**config.mk**
```make
export PLATFORM = sky130hd
export DESIGN_NAME = memory_game_core_flat
export DESIGN_NICKNAME = d
export VERILOG_FILES = /design/src/rtl/memgame_pkg.sv /design/src/rtl/memgame_if.sv /design/src/rtl/memgame_cursor_nav.sv /design/src/rtl/memory_game_core.sv /design/src/flat_wrapper.sv
export SDC_FILE = /design/constraint.sdc
export NUM_CORES = 1
export LEC_CHECK = 0
export CAP_MARGIN = 20
export CORE_AREA = 5 5 100 149
export DETAILED_ROUTE_END_ITERATION = 16
export DIE_AREA = 0 0 105 154
export PLACE_DENSITY = 0.71
export SYNTH_ARGS = -nofsm -noshare
export SYNTH_HDL_FRONTEND = slang
export SYNTH_HIERARCHICAL = 1
export SYNTH_SLANG_ARGS = --single-unit
```
**constraint.sdc**
```tcl
create_clock -name clk -period 3.42 [get_ports clk]
set_clock_uncertainty 0.1 [all_clocks]
set_input_delay 0.684 -clock clk [delete_from_list [all_inputs] [get_ports clk]]
set_output_delay 0.684 -clock clk [all_outputs]
set_load 0.02 [all_outputs]
```
**src/rtl/memgame_pkg.sv**
```systemverilog
// Shared definitions for the card-flip memory game engine: card state codes,
// FSM encoding and a width helper used to size buses from the grid geometry.
package memgame_pkg;

    localparam logic [1:0] CARD_HIDDEN  = 2'b00;
    localparam logic [1:0] CARD_FLIPPED = 2'b01;
    localparam logic [1:0] CARD_MATCHED = 2'b10;

    typedef enum logic [1:0] {
        ST_PICK1 = 2'd0,
        ST_PICK2 = 2'd1,
        ST_HOLD  = 2'd2,
        ST_WON   = 2'd3
    } state_t;

    // Bits needed to index `count` items, never less than one bit.
    function automatic int width_of(input int count);
        return (count <= 1) ? 1 : $clog2(count);
    endfunction

endpackage

```
**src/rtl/memgame_if.sv**
```systemverilog
// Button/deck-load inputs and display-side outputs of the memory game engine.
// master = front-end and renderer side, slave = game core.
interface memgame_if #(
    parameter int ROWS   = 4,
    parameter int COLS   = 4,
    parameter int VAL_W  = 3,
    parameter int MOVE_W = 8
);
    localparam int N     = ROWS * COLS;
    localparam int IDX_W = memgame_pkg::width_of(N);
    localparam int ROW_W = memgame_pkg::width_of(ROWS);
    localparam int COL_W = memgame_pkg::width_of(COLS);
    localparam int PF_W  = memgame_pkg::width_of(N / 2 + 1);

    logic               up_btn;
    logic               down_btn;
    logic               left_btn;
    logic               right_btn;
    logic               select_btn;
    logic               new_game;
    logic               load_en;
    logic [IDX_W-1:0]   load_addr;
    logic [VAL_W-1:0]   load_val;
    logic [ROW_W-1:0]   cursor_row;
    logic [COL_W-1:0]   cursor_col;
    logic [2*N-1:0]     card_states;
    logic [VAL_W*N-1:0] card_values;
    logic [MOVE_W-1:0]  move_count;
    logic [PF_W-1:0]    pairs_found;
    logic               busy;
    logic               game_won;

    modport master (
        output up_btn, down_btn, left_btn, right_btn, select_btn, new_game,
               load_en, load_addr, load_val,
        input  cursor_row, cursor_col, card_states, card_values,
               move_count, pairs_found, busy, game_won
    );

    modport slave (
        input  up_btn, down_btn, left_btn, right_btn, select_btn, new_game,
               load_en, load_addr, load_val,
        output cursor_row, cursor_col, card_states, card_values,
               move_count, pairs_found, busy, game_won
    );

endinterface

```
**src/rtl/memgame_cursor_nav.sv**
```systemverilog
// Cursor row/column registers with up>down>left>right priority.
// Edges clamp unless MEMGAME_WRAP_EN is defined, in which case they wrap.
module memgame_cursor_nav
    import memgame_pkg::*;
#(
    parameter int ROWS = 4,
    parameter int COLS = 4
) (
    input  logic                      clk,
    input  logic                      reset_n,
    input  logic                      new_game,
    input  logic                      up_btn,
    input  logic                      down_btn,
    input  logic                      left_btn,
    input  logic                      right_btn,
    output logic [width_of(ROWS)-1:0] row,
    output logic [width_of(COLS)-1:0] col
);

    localparam int ROW_W = width_of(ROWS);
    localparam int COL_W = width_of(COLS);
    localparam logic [ROW_W-1:0] ROW_MAX = ROW_W'(ROWS - 1);
    localparam logic [COL_W-1:0] COL_MAX = COL_W'(COLS - 1);

    logic [ROW_W-1:0] row_up, row_dn;
    logic [COL_W-1:0] col_lf, col_rt;

    always_comb begin
`ifdef MEMGAME_WRAP_EN
        row_up = (row == '0)      ? ROW_MAX : row - 1'b1;
        row_dn = (row == ROW_MAX) ? '0      : row + 1'b1;
        col_lf = (col == '0)      ? COL_MAX : col - 1'b1;
        col_rt = (col == COL_MAX) ? '0      : col + 1'b1;
`else
        row_up = (row == '0)      ? row : row - 1'b1;
        row_dn = (row == ROW_MAX) ? row : row + 1'b1;
        col_lf = (col == '0)      ? col : col - 1'b1;
        col_rt = (col == COL_MAX) ? col : col + 1'b1;
`endif
    end

    always_ff @(posedge clk or negedge reset_n) begin
        if (!reset_n) begin
            row <= '0;
            col <= '0;
        end else if (new_game) begin
            row <= '0;
            col <= '0;
        end else if (up_btn) begin
            row <= row_up;
        end else if (down_btn) begin
            row <= row_dn;
        end else if (left_btn) begin
            col <= col_lf;
        end else if (right_btn) begin
            col <= col_rt;
        end
    end

endmodule

```
**src/rtl/memory_game_core.sv**
```systemverilog
// Card-flip memory game engine: selection FSM, match checking, mismatch hold,
// loadable deck and counters. Edge wrapping is enabled by MEMGAME_WRAP_EN.
module memory_game_core
    import memgame_pkg::*;
#(
    parameter int ROWS     = 4,
    parameter int COLS     = 4,
    parameter int VAL_W    = 3,
    parameter int MOVE_W   = 8,
    parameter int HOLD_CYC = 16
) (
    input  logic      clk,
    input  logic      reset_n,
    memgame_if.slave  bus
);

    localparam int N     = ROWS * COLS;
    localparam int PAIRS = N / 2;
    localparam int IDX_W = width_of(N);
    localparam int ROW_W = width_of(ROWS);
    localparam int COL_W = width_of(COLS);
    localparam int PF_W  = width_of(PAIRS + 1);
    localparam int HC_W  = width_of(HOLD_CYC);

    state_t            state, next_state;
    logic [1:0]        card_st  [N];
    logic [VAL_W-1:0]  card_val [N];
    logic [IDX_W-1:0]  first_idx, second_idx, cur_idx;
    logic [ROW_W-1:0]  cur_row;
    logic [COL_W-1:0]  cur_col;
    logic [HC_W-1:0]   hold_cnt;
    logic [MOVE_W-1:0] move_count;
    logic [PF_W-1:0]   pairs_found;
    logic              sel_hidden, addr_ok;
    logic              do_flip1, do_match, do_mismatch, do_hide, do_load;

    memgame_cursor_nav #(.ROWS(ROWS), .COLS(COLS)) u_nav (
        .clk       (clk),
        .reset_n   (reset_n),
        .new_game  (bus.new_game),
        .up_btn    (bus.up_btn),
        .down_btn  (bus.down_btn),
        .left_btn  (bus.left_btn),
        .right_btn (bus.right_btn),
        .row       (cur_row),
        .col       (cur_col)
    );

    // Select acts on the registered cursor, i.e. the position before any move this cycle.
    assign cur_idx    = IDX_W'(int'(cur_row) * COLS + int'(cur_col));
    assign sel_hidden = (card_st[cur_idx] == CARD_HIDDEN);
    assign addr_ok    = (int'(bus.load_addr) < N);

    always_ff @(posedge clk or negedge reset_n) begin
        if (!reset_n) state <= ST_PICK1;
        else          state <= next_state;
    end

    always_comb begin
        next_state  = state;
        do_flip1    = 1'b0;
        do_match    = 1'b0;
        do_mismatch = 1'b0;
        do_hide     = 1'b0;
        do_load     = 1'b0;
        case (state)
            ST_PICK1: begin
                do_load = bus.load_en && addr_ok;
                if (bus.select_btn && sel_hidden) begin
                    do_flip1   = 1'b1;
                    next_state = ST_PICK2;
                end
            end
            ST_PICK2: begin
                if (bus.select_btn && sel_hidden && (cur_idx != first_idx)) begin
                    if (card_val[cur_idx] == card_val[first_idx]) begin
                        do_match   = 1'b1;
                        next_state = (pairs_found == PF_W'(PAIRS - 1)) ? ST_WON : ST_PICK1;
                    end else begin
                        do_mismatch = 1'b1;
                        next_state  = ST_HOLD;
                    end
                end
            end
            ST_HOLD: begin
                if (hold_cnt == '0) begin
                    do_hide    = 1'b1;
                    next_state = ST_PICK1;
                end
            end
            default: ;
        endcase
        if (bus.new_game) begin
            next_state  = ST_PICK1;
            do_flip1    = 1'b0;
            do_match    = 1'b0;
            do_mismatch = 1'b0;
            do_hide     = 1'b0;
            do_load     = 1'b0;
        end
    end

    // The deck survives new_game; only reset restores the adjacent-pairs layout.
    always_ff @(posedge clk or negedge reset_n) begin
        if (!reset_n) begin
            for (int i = 0; i < N; i++) begin
                card_st[i]  <= CARD_HIDDEN;
                card_val[i] <= VAL_W'(i / 2);
            end
            first_idx   <= '0;
            second_idx  <= '0;
            hold_cnt    <= '0;
            move_count  <= '0;
            pairs_found <= '0;
        end else if (bus.new_game) begin
            for (int i = 0; i < N; i++) card_st[i] <= CARD_HIDDEN;
            hold_cnt    <= '0;
            move_count  <= '0;
            pairs_found <= '0;
        end else begin
            if (do_load) card_val[bus.load_addr] <= bus.load_val;
            if (do_flip1) begin
                card_st[cur_idx] <= CARD_FLIPPED;
                first_idx        <= cur_idx;
            end
            if (do_match || do_mismatch) begin
                if (move_count != {MOVE_W{1'b1}}) move_count <= move_count + 1'b1;
            end
            if (do_match) begin
                card_st[cur_idx]   <= CARD_MATCHED;
                card_st[first_idx] <= CARD_MATCHED;
                pairs_found        <= pairs_found + 1'b1;
            end
            if (do_mismatch) begin
                card_st[cur_idx] <= CARD_FLIPPED;
                second_idx       <= cur_idx;
                hold_cnt         <= HC_W'(HOLD_CYC - 1);
            end
            if (state == ST_HOLD && hold_cnt != '0) hold_cnt <= hold_cnt - 1'b1;
            if (do_hide) begin
                card_st[first_idx]  <= CARD_HIDDEN;
                card_st[second_idx] <= CARD_HIDDEN;
            end
        end
    end

    always_comb begin
        bus.card_states = '0;
        bus.card_values = '0;
        for (int i = 0; i < N; i++) begin
            bus.card_states[2*i +: 2]         = card_st[i];
            bus.card_values[VAL_W*i +: VAL_W] = card_val[i];
        end
    end

    assign bus.cursor_row  = cur_row;
    assign bus.cursor_col  = cur_col;
    assign bus.move_count  = move_count;
    assign bus.pairs_found = pairs_found;
    assign bus.busy        = (state == ST_HOLD);
    assign bus.game_won    = (state == ST_WON);

endmodule

```
**src/flat_wrapper.sv**
```systemverilog
// flat-port wrapper written by rule: the top's interface ports become plain ports
module memory_game_core_flat import memgame_pkg::*;
#(
    parameter int ROWS     = 4,
    parameter int COLS     = 4,
    parameter int VAL_W    = 3,
    parameter int MOVE_W   = 8,
    parameter int HOLD_CYC = 16
)
  (clk, reset_n, bus_up_btn, bus_down_btn, bus_left_btn, bus_right_btn, bus_select_btn, bus_new_game, bus_load_en, bus_load_addr, bus_load_val, bus_cursor_row, bus_cursor_col, bus_card_states, bus_card_values, bus_move_count, bus_pairs_found, bus_busy, bus_game_won);
  memgame_if #(.ROWS(ROWS), .COLS(COLS), .VAL_W(VAL_W), .MOVE_W(MOVE_W)) bus_i ();
  input  logic clk;
  input  logic reset_n;
  input wire logic [$bits(bus_i.up_btn)-1:0] bus_up_btn;
  input wire logic [$bits(bus_i.down_btn)-1:0] bus_down_btn;
  input wire logic [$bits(bus_i.left_btn)-1:0] bus_left_btn;
  input wire logic [$bits(bus_i.right_btn)-1:0] bus_right_btn;
  input wire logic [$bits(bus_i.select_btn)-1:0] bus_select_btn;
  input wire logic [$bits(bus_i.new_game)-1:0] bus_new_game;
  input wire logic [$bits(bus_i.load_en)-1:0] bus_load_en;
  input wire logic [$bits(bus_i.load_addr)-1:0] bus_load_addr;
  input wire logic [$bits(bus_i.load_val)-1:0] bus_load_val;
  output wire logic [$bits(bus_i.cursor_row)-1:0] bus_cursor_row;
  output wire logic [$bits(bus_i.cursor_col)-1:0] bus_cursor_col;
  output wire logic [$bits(bus_i.card_states)-1:0] bus_card_states;
  output wire logic [$bits(bus_i.card_values)-1:0] bus_card_values;
  output wire logic [$bits(bus_i.move_count)-1:0] bus_move_count;
  output wire logic [$bits(bus_i.pairs_found)-1:0] bus_pairs_found;
  output wire logic [$bits(bus_i.busy)-1:0] bus_busy;
  output wire logic [$bits(bus_i.game_won)-1:0] bus_game_won;
  assign bus_i.up_btn = bus_up_btn;
  assign bus_i.down_btn = bus_down_btn;
  assign bus_i.left_btn = bus_left_btn;
  assign bus_i.right_btn = bus_right_btn;
  assign bus_i.select_btn = bus_select_btn;
  assign bus_i.new_game = bus_new_game;
  assign bus_i.load_en = bus_load_en;
  assign bus_i.load_addr = bus_load_addr;
  assign bus_i.load_val = bus_load_val;
  assign bus_cursor_row = bus_i.cursor_row;
  assign bus_cursor_col = bus_i.cursor_col;
  assign bus_card_states = bus_i.card_states;
  assign bus_card_values = bus_i.card_values;
  assign bus_move_count = bus_i.move_count;
  assign bus_pairs_found = bus_i.pairs_found;
  assign bus_busy = bus_i.busy;
  assign bus_game_won = bus_i.game_won;
  memory_game_core #(.ROWS(ROWS), .COLS(COLS), .VAL_W(VAL_W), .MOVE_W(MOVE_W), .HOLD_CYC(HOLD_CYC)) u_core (.clk(clk), .reset_n(reset_n), .bus(bus_i));
endmodule
```
==> results of run 1 <==
area by class of cell:
cell class / instances / area [um2]
Multi-Input combinational cell: 469 / 3550
Clock buffer: 10 / 239
Sequential cell: 110 / 2780
Tap cell: 162 / 203
Timing Repair Buffer: 128 / 1250
Fill cell: 1126 / 5250
Inverter: 14 / 52.6
Clock inverter: 6 / 68.8
cells by family (layout without fill, tap and decap cells):
group	Yosys count	in the layout
DFF	110	110
AOI/OAI and AO/OA	167	167
and+or+nand+nor	201	201
muxes	85	85
xor gates and xnor gates	9	9
buffers and inverters	52	158
adders and majority gates	7	7
metrics by stage:
step                worst slack (ns)  cell area [um2]  util (%)  std cells
finish                         0.271             8150      60.8        899
CTS                            0.274             8150      60.8        899
global placement               0.436             7850      58.5        883
global route                  0.0888             8150      60.8        899
floorplan                      0.712             6580         -        631
detailed placement             0.290             7850      58.5        883
metal layers:
metal  GRT usage [%]  vias up
met4            12.6        0
met5               0        -
met3            4.78       62
li1                -     2533
met2            40.4      231
met1            27.6     2824
path summary, 6_finish.rpt:
path,end,cells after the start,start
setup reg to reg,u_core/bus.move_count[7],8,u_core/u_nav/col[0]
min in group clk,u_core/bus.card_states[13],1,u_core/bus.card_states[13]
hold / removal,u_core/bus.move_count[3],1,reset_n
setup / recovery,u_core/bus.move_count[7],8,u_core/u_nav/col[0]
max in group asynchronous,u_core/bus.card_values[13],2,reset_n
hold reg to reg,u_core/bus.card_states[13],1,u_core/bus.card_states[13]
critical path: stages (launching register included):
cell      delay, ns
dfrtp_1        0.66
buf_4          0.24
and2_1         0.25
a221oi_1       0.17
a22o_2         0.32
nor4_4         0.42
a21oi_2        0.24
or4_1          0.51
a21oi_1        0.15
flip-flops by register name (all words and copies together) (netlist names):
name / count
u_core/bus.card_states: 32
u_core/bus.card_values: 48
u_core/bus.move_count: 8
u_core/bus.pairs_found: 4
u_core/first_idx: 4
u_core/hold_cnt: 4
u_core/second_idx: 4
u_core/state: 2
u_core/u_nav/col: 2
u_core/u_nav/row: 2
synthesized netlist by cell type, types with 3 or more instances:
cell type   n
o22ai_1    17
nor3_1     13
clkbuf_1   20
a21oi_1    36
inv_1      13
mux2_1      4
nor3b_1     3
mux2_2     54
o21ai_0    20
dfrtp_1    86
o21ai_1     7
o211ai_1    5
or4_1       3
mux4_1      5
o41ai_1     4
a21boi_1   15
a21o_1     11
nand3_1    22
or2_2       7
nand2b_1   13
mux4_2     20
o21a_1     19
a31oi_1     6
nand2_1    42
or3_1       7
a22oi_1     7
xor2_1      4
buf_2      11
and3_1      4
dfstp_2    24
ha_1        7
xnor2_2     3
nor2_1     66
nor2b_1     8
power groups by stage:
stage	registers (uW)	logic, uW	clock network, uW
detailed placement	1750	1310	0
floorplan	1840	667	0
global placement	1740	1290	0
CTS	1730	1320	1120
global route	1760	1400	1170
finish	1730	1320	1100
==> impl_results.md, run 1 <==
- Status: completed
- Reg-to-reg setup timing slack: 0.27 ns
- Post-CTS Hold Buffers: 0
- Pre-antenna DRT Iters: 5
- Wirelength per Cell: 21.5 um
- Post-Synth XOR/XNOR Area: 1.54%
- Die ar.: 0.0162 mm2
- Final nets: roughly 760
- Post-CTS setup buffer count: 0
- Synth Area in Compound Gates: 16.9%
- Int Power: 2750 uW
- Simple-gate share of the synthesized area: approximately 15%
- CTS H-tree depth: 3
- Area of the mapped netlist: 0.00658 mm2
- Clock group share of total power: 26.4%
- Critical path fanouts, max: 16
- Yosys top cell by area: dfrtp_1
- Final hold vios: 0
- Arr. time, crit path: 3.32 ns
- Final Setup Violations: 0
- Met2 wire length: 9.85 mm
- Psw: 1390 uW
- N_diodes: 0
- Synth Instances: 631
- FF+latch count, synth: 110
- Slew headroom: between 50% and 60%
- First-pass GRT wire length: 30.7 mm
- Commonest register cell after synthesis: dfrtp_1
- Boundary Pins: about 110
- Class of the most critical setup path: register to register
- Vias per inst: 6.28
- Startpoint types: register
- CTS tree: built
- Post-synth net total: 654
- PD cells: ~500 mW/mm2
- CTS Buf Count: 9
- Avg Inst Size Synth: approximately 10 um2
- Clock latency on the worst-skew pair: between 0.3 and 0.4 ns
- Clock sink count: 110
- VDD IR max: 386 uV
- IO Port Bufs: between 100 and 150
- Seq pwr share: 41.8%
- Leakage power: 0.00331 uW
- Final TNS setup: 0 ns
- Post_cts resized: 0
- Worst-path clk slew: ~0.080 ns
- Largest family of logic cells by synthesized area: multiplexers
- Sw Share: 33.6%
- Starting Density: approximately half
- DRT Wirelength: slightly below 20 mm
- Asr flop ratio synth: 100%
- Initial antenna violation count: 0
- Tcrit/Tclk final: 92.1%
- Tot Pwr: 4150 uW
- Synth area leaders: dfrtp_1 33%, dfstp_2 9.6%, mux2_2 9.2%, mux4_2 6.8%, nor2_1 3.8%
- Total GRT Usage: 23.6%
- Via count: around 5,700
- Total gr overflow: 0
- GPL Wtd Cong: 0.895
- Hold Slack: between 0.2 and 0.25 ns
- Comb power frac: 31.8%
- Hold Crit Class: primary input to async pin
- Setup crit end kind: register
- Die W: 105 um
- Share of post-route cells with drive strength above 1: 20.2%
- Distinct cell type count after synthesis: 70
- Final Max Tran Viols: 0
- Met1 WL: 7.44 mm
- Core Footprint: 0.0134 mm2
- Most frequent cells in the layout: 112 x clkdlybuf4s50_1, 86 x dfrtp_1, 66 x nor2_1
- FP Rows: 52
- Post-detail-place hpwl: 14.3 mm
- Yosys warnings: 6
- Vias in the first global route: 5,752
- Synth Area in Adders: 1.33%
- Fmax: 0.318 GHz
- RSZ-0062 raised after global routing: no
- Post-synth EDFFs: 0
- Multiplexer share of the synthesized area: between 10% and 20%
- Starting DRC count in detailed routing: 369
- # DRC: 0
- Maxcap violations: 0
- Area Growth Syn to Fin: 23.9%
- Die H: 154 um
- Clock buffer depth: 2
- Root Buffer: clkbuf_16
- Metal3 WL: 1.09 mm
- Sequential fraction of the synthesis area: 42.3%
- Min Tclk post-route: 3.15 ns
- Max layer used: met4
- Largest net degree at the start of global routing: 70
- Most common cell after layout, fill and taps aside: clkdlybuf4s50_1
- Share of the synthesized area in the top cell type: 32.7%
- Required time of the worst setup path: 3.59 ns
- Final ANT Viol Nets: 0
- Slew @ Worst Pin: 0.685 ns
Note: power is estimated with default switching activity, not from simulation.
==> inputs of run 2 (changes only) <==
--- a/config.mk
+++ b/config.mk
@@ -6,11 +6,10 @@
 export NUM_CORES = 1
 export LEC_CHECK = 0
 export CAP_MARGIN = 20
-export CORE_AREA = 5 5 100 149
+export CORE_AREA = 2 2 97 146
 export DETAILED_ROUTE_END_ITERATION = 16
-export DIE_AREA = 0 0 105 154
+export DIE_AREA = 0 0 99 148
 export PLACE_DENSITY = 0.71
 export SYNTH_ARGS = -nofsm -noshare
 export SYNTH_HDL_FRONTEND = slang
-export SYNTH_HIERARCHICAL = 1
 export SYNTH_SLANG_ARGS = --single-unit
==> impl_results.md, run 2 <==
- CTS tree: built
- Wirelength per Cell: approximately 22 um
- Starting Density: 49.0%
- CTS H-tree depth: 3
- GPL Wtd Cong: approximately 0.95
- Hold Crit Class: primary input to async pin
- Class of the most critical setup path: register to register
- Total gr overflow: 0
- Hold Slack: 0.312 ns
- Distinct cell type count after synthesis: 55
- Worst-path clk slew: around 0.080 ns
- Worst stage delay on the critical path: 0.61 ns
- Placed Cells: between 800 and 900
- Top delay family on crit path: simple AND/OR/NAND/NOR gates
- Max FFs per register: 48
- Final Setup Violations: 0
- IO Port Bufs: 113
- Boundary Pins: about 110
- Finished Layout Cells: 913
- Total GRT Usage: 29.0%
- Vias per inst: roughly 6.5
- Area post-placement: 0.00788 mm2
- CTS Buf Count: 9
- Storage element area: 0.00278 mm2
- CP Cell Sequence: or3_1 > a32oi_1 > a2bb2oi_1 > nand4_2 > or2_1 > nor3_1 > o32ai_1
- First-pass GRT wire length: approximately 33 mm
- Int Power: between 2000 and 3000 uW
- Core Footprint: 0.0133 mm2
- Critical path fanouts, max: 18
- Startpoint types: register
- PD cells: 469 mW/mm2
- Post-synth net total: 666
- Most common cell after layout, fill and taps aside: clkdlybuf4s50_1
- Final TNS setup: 0 ns
- Final Max Tran Viols: 0
- Largest net degree at the start of global routing: 61
- Crit path from: u_core.u_nav.col[1]
- Slew headroom: 44.0%
- Die W: 99 um
- Arr. time, crit path: 3.36 ns
- Clock sink count: 110
- Clock group share of total power: 27.2%
- Asr flop ratio synth: 100%
- Post-CTS setup buffer count: 0
- Commonest register cell after synthesis: dfrtp_1
- Yosys top cell by area: dfrtp_1
- # DRC: 0
- Clock buffer depth: 2
- Min Tclk post-route: 3.23 ns
- Most frequent cells in the layout: 112 x clkdlybuf4s50_1, 86 x dfrtp_1, 58 x nor2_1
- VDD IR max: 289 uV
- Post-detail-place hpwl: ~15 mm
- R2r startpoint: u_core.u_nav.col[1]
- Reg-to-reg setup timing slack: around 0.19 ns
- N_diodes: 0
- Post_cts resized: 0
- Avg Inst Size Synth: 10.2 um2
- Vias in the first global route: slightly above 6,000
- Seq pwr share: 43.1%
- Buffer and inverter count on the worst path: 0
- Crit-path slowest cell: or2_1
- Post-CTS Hold Buffers: 0
- Die H: between 100 and 150 um
- Count leader, synth: dfrtp_1
- Pre-antenna DRT Iters: 7
- Psw: 1310 uW
- Commonest cells in the synthesized netlist: 86 x dfrtp_1, 58 x nor2_1, 57 x mux2_2, 55 x nand2_1, 33 x a21oi_1
- FF+latch count, synth: 110
- Post-synth EDFFs: 0
- Root Buffer: clkbuf_16
- Final ANT Viol Nets: 0
- Comb power frac: 29.7%
- Synth Instances: 643
- Clock latency on the worst-skew pair: 0.36 ns
- Share of the synthesized area in the top cell type: around 33%
- Slew @ Worst Pin: 0.839 ns
- Setup crit end kind: register
- Sw Share: 34.2%
- Area occupied by multi-input gates: 0.00349 mm2
- Tcrit/Tclk final: 94.5%
- Final Cell Area: 0.00816 mm2
- Maxcap violations: 0
- Initial antenna violation count: 0
- Core Util, Final: 61.2%
- Synth area leaders: dfrtp_1 33%, mux2_2 9.8%, dfstp_2 9.6%, mux4_2 8.6%, nor2_1 3.3%
- Share of post-route cells with drive strength above 1: 20.4%
- Fillers: between 1,000 and 1,500
- Status: completed
- Final hold vios: 0
- Area of the mapped netlist: ~0.0065 mm2
- DRT Wirelength: 20.4 mm
- Yosys warnings: 0
- RSZ-0062 raised after global routing: no
- Die ar.: 0.0147 mm2
- Fmax: 0.309 GHz
- Required time of the worst setup path: 3.55 ns
- Final nets: just under 800
- Starting DRC count in detailed routing: 414
- Leakage power: 0.00322 uW
- Sequential fraction of the synthesis area: 42.6%
- FP Rows: 52
- Area Growth Syn to Fin: 24.8%
- Via count: 5,909
==> run 2: logic make-up (layout without fill, tap and decap cells) <==
family / after synthesis / in the layout / share of synthesized area (%)
fa+ha+maj: 7 / 7 / 1.34
simple gates: 220 / 220 / 16.4
mux: 87 / 87 / 19.2
compound gates: 146 / 146 / 15.0
flops: 110 / 110 / 42.6
xor+xnor: 11 / 11 / 1.47
buf+inv: 62 / 170 / 4.02
==> run 2: power groups by stage <==
stage                     clock network (uW)  logic (uW)  registers (uW)
after global placement                     0        1110            1660
after CTS                               1050        1140            1650
after global routing                    1100        1220            1670
final                                   1040        1140            1650
after detailed placement                   0        1130            1670
after floorplan                            0         528            1760
==> run 2: cell type report <==
type | count | share of cell area (%)
repair buffers | 134 | 16.2
multi-input cells | 471 | 42.8
flip-flops and latches | 110 | 34.1
clock inverters | 6 | 0.659
well taps | 162 | 2.48
clock buffers | 10 | 2.81
inverters | 20 | 0.920
==> run 2: stage by stage <==
stage	setup WS, ns	power [uW]
after floorplan	0.610	2290
after global placement	0.362	2770
after detailed placement	0.264	2800
after CTS	0.251	3840
after global routing	0.0446	3990
final	0.189	3830
==> run 2: worst paths after layout <==
path,endpoint,cells after the start
hold reg to reg,u_core.bus.card_states[25],1
min in group clk,u_core.bus.card_states[25],1
max in group asynchronous,u_core.bus.card_values[45],2
hold / removal,u_core.bus.pairs_found[3],1
setup reg to reg,u_core.bus.card_states[18],7
setup / recovery,u_core.bus.card_states[18],7
==> run 2: worst reg2reg max path: stages (launching register included) <==
cell       delay, ns
dfrtp_1         0.54
or3_1           0.47
a32oi_1         0.21
a2bb2oi_1       0.32
nand4_2         0.30
or2_1           0.62
nor3_1          0.41
o32ai_1         0.14
==> run 2: layer usage <==
| metal | GRT usage (%) | up-vias | wire, um |
|---|---|---|---|
| met2 | 50.7 | 294 | 10800 |
| met1 | 34.6 | 2946 | 7560 |
| met5 | 0 | - | 0 |
| li1 | - | 2594 | - |
| met4 | 14.1 | 0 | 962 |
| met3 | 4.07 | 75 | 1140 |
==> inputs of run 3 (changes only) <==
--- a/config.mk
+++ b/config.mk
@@ -10,6 +10,8 @@
 export DETAILED_ROUTE_END_ITERATION = 16
 export DIE_AREA = 0 0 99 148
 export PLACE_DENSITY = 0.71
+export SLEW_MARGIN = 20
 export SYNTH_ARGS = -nofsm -noshare
 export SYNTH_HDL_FRONTEND = slang
 export SYNTH_SLANG_ARGS = --single-unit
+export TNS_END_PERCENT = 20
==> results of run 3 <==
The final DEF is identical to that of run 2; final timing and power are the same.
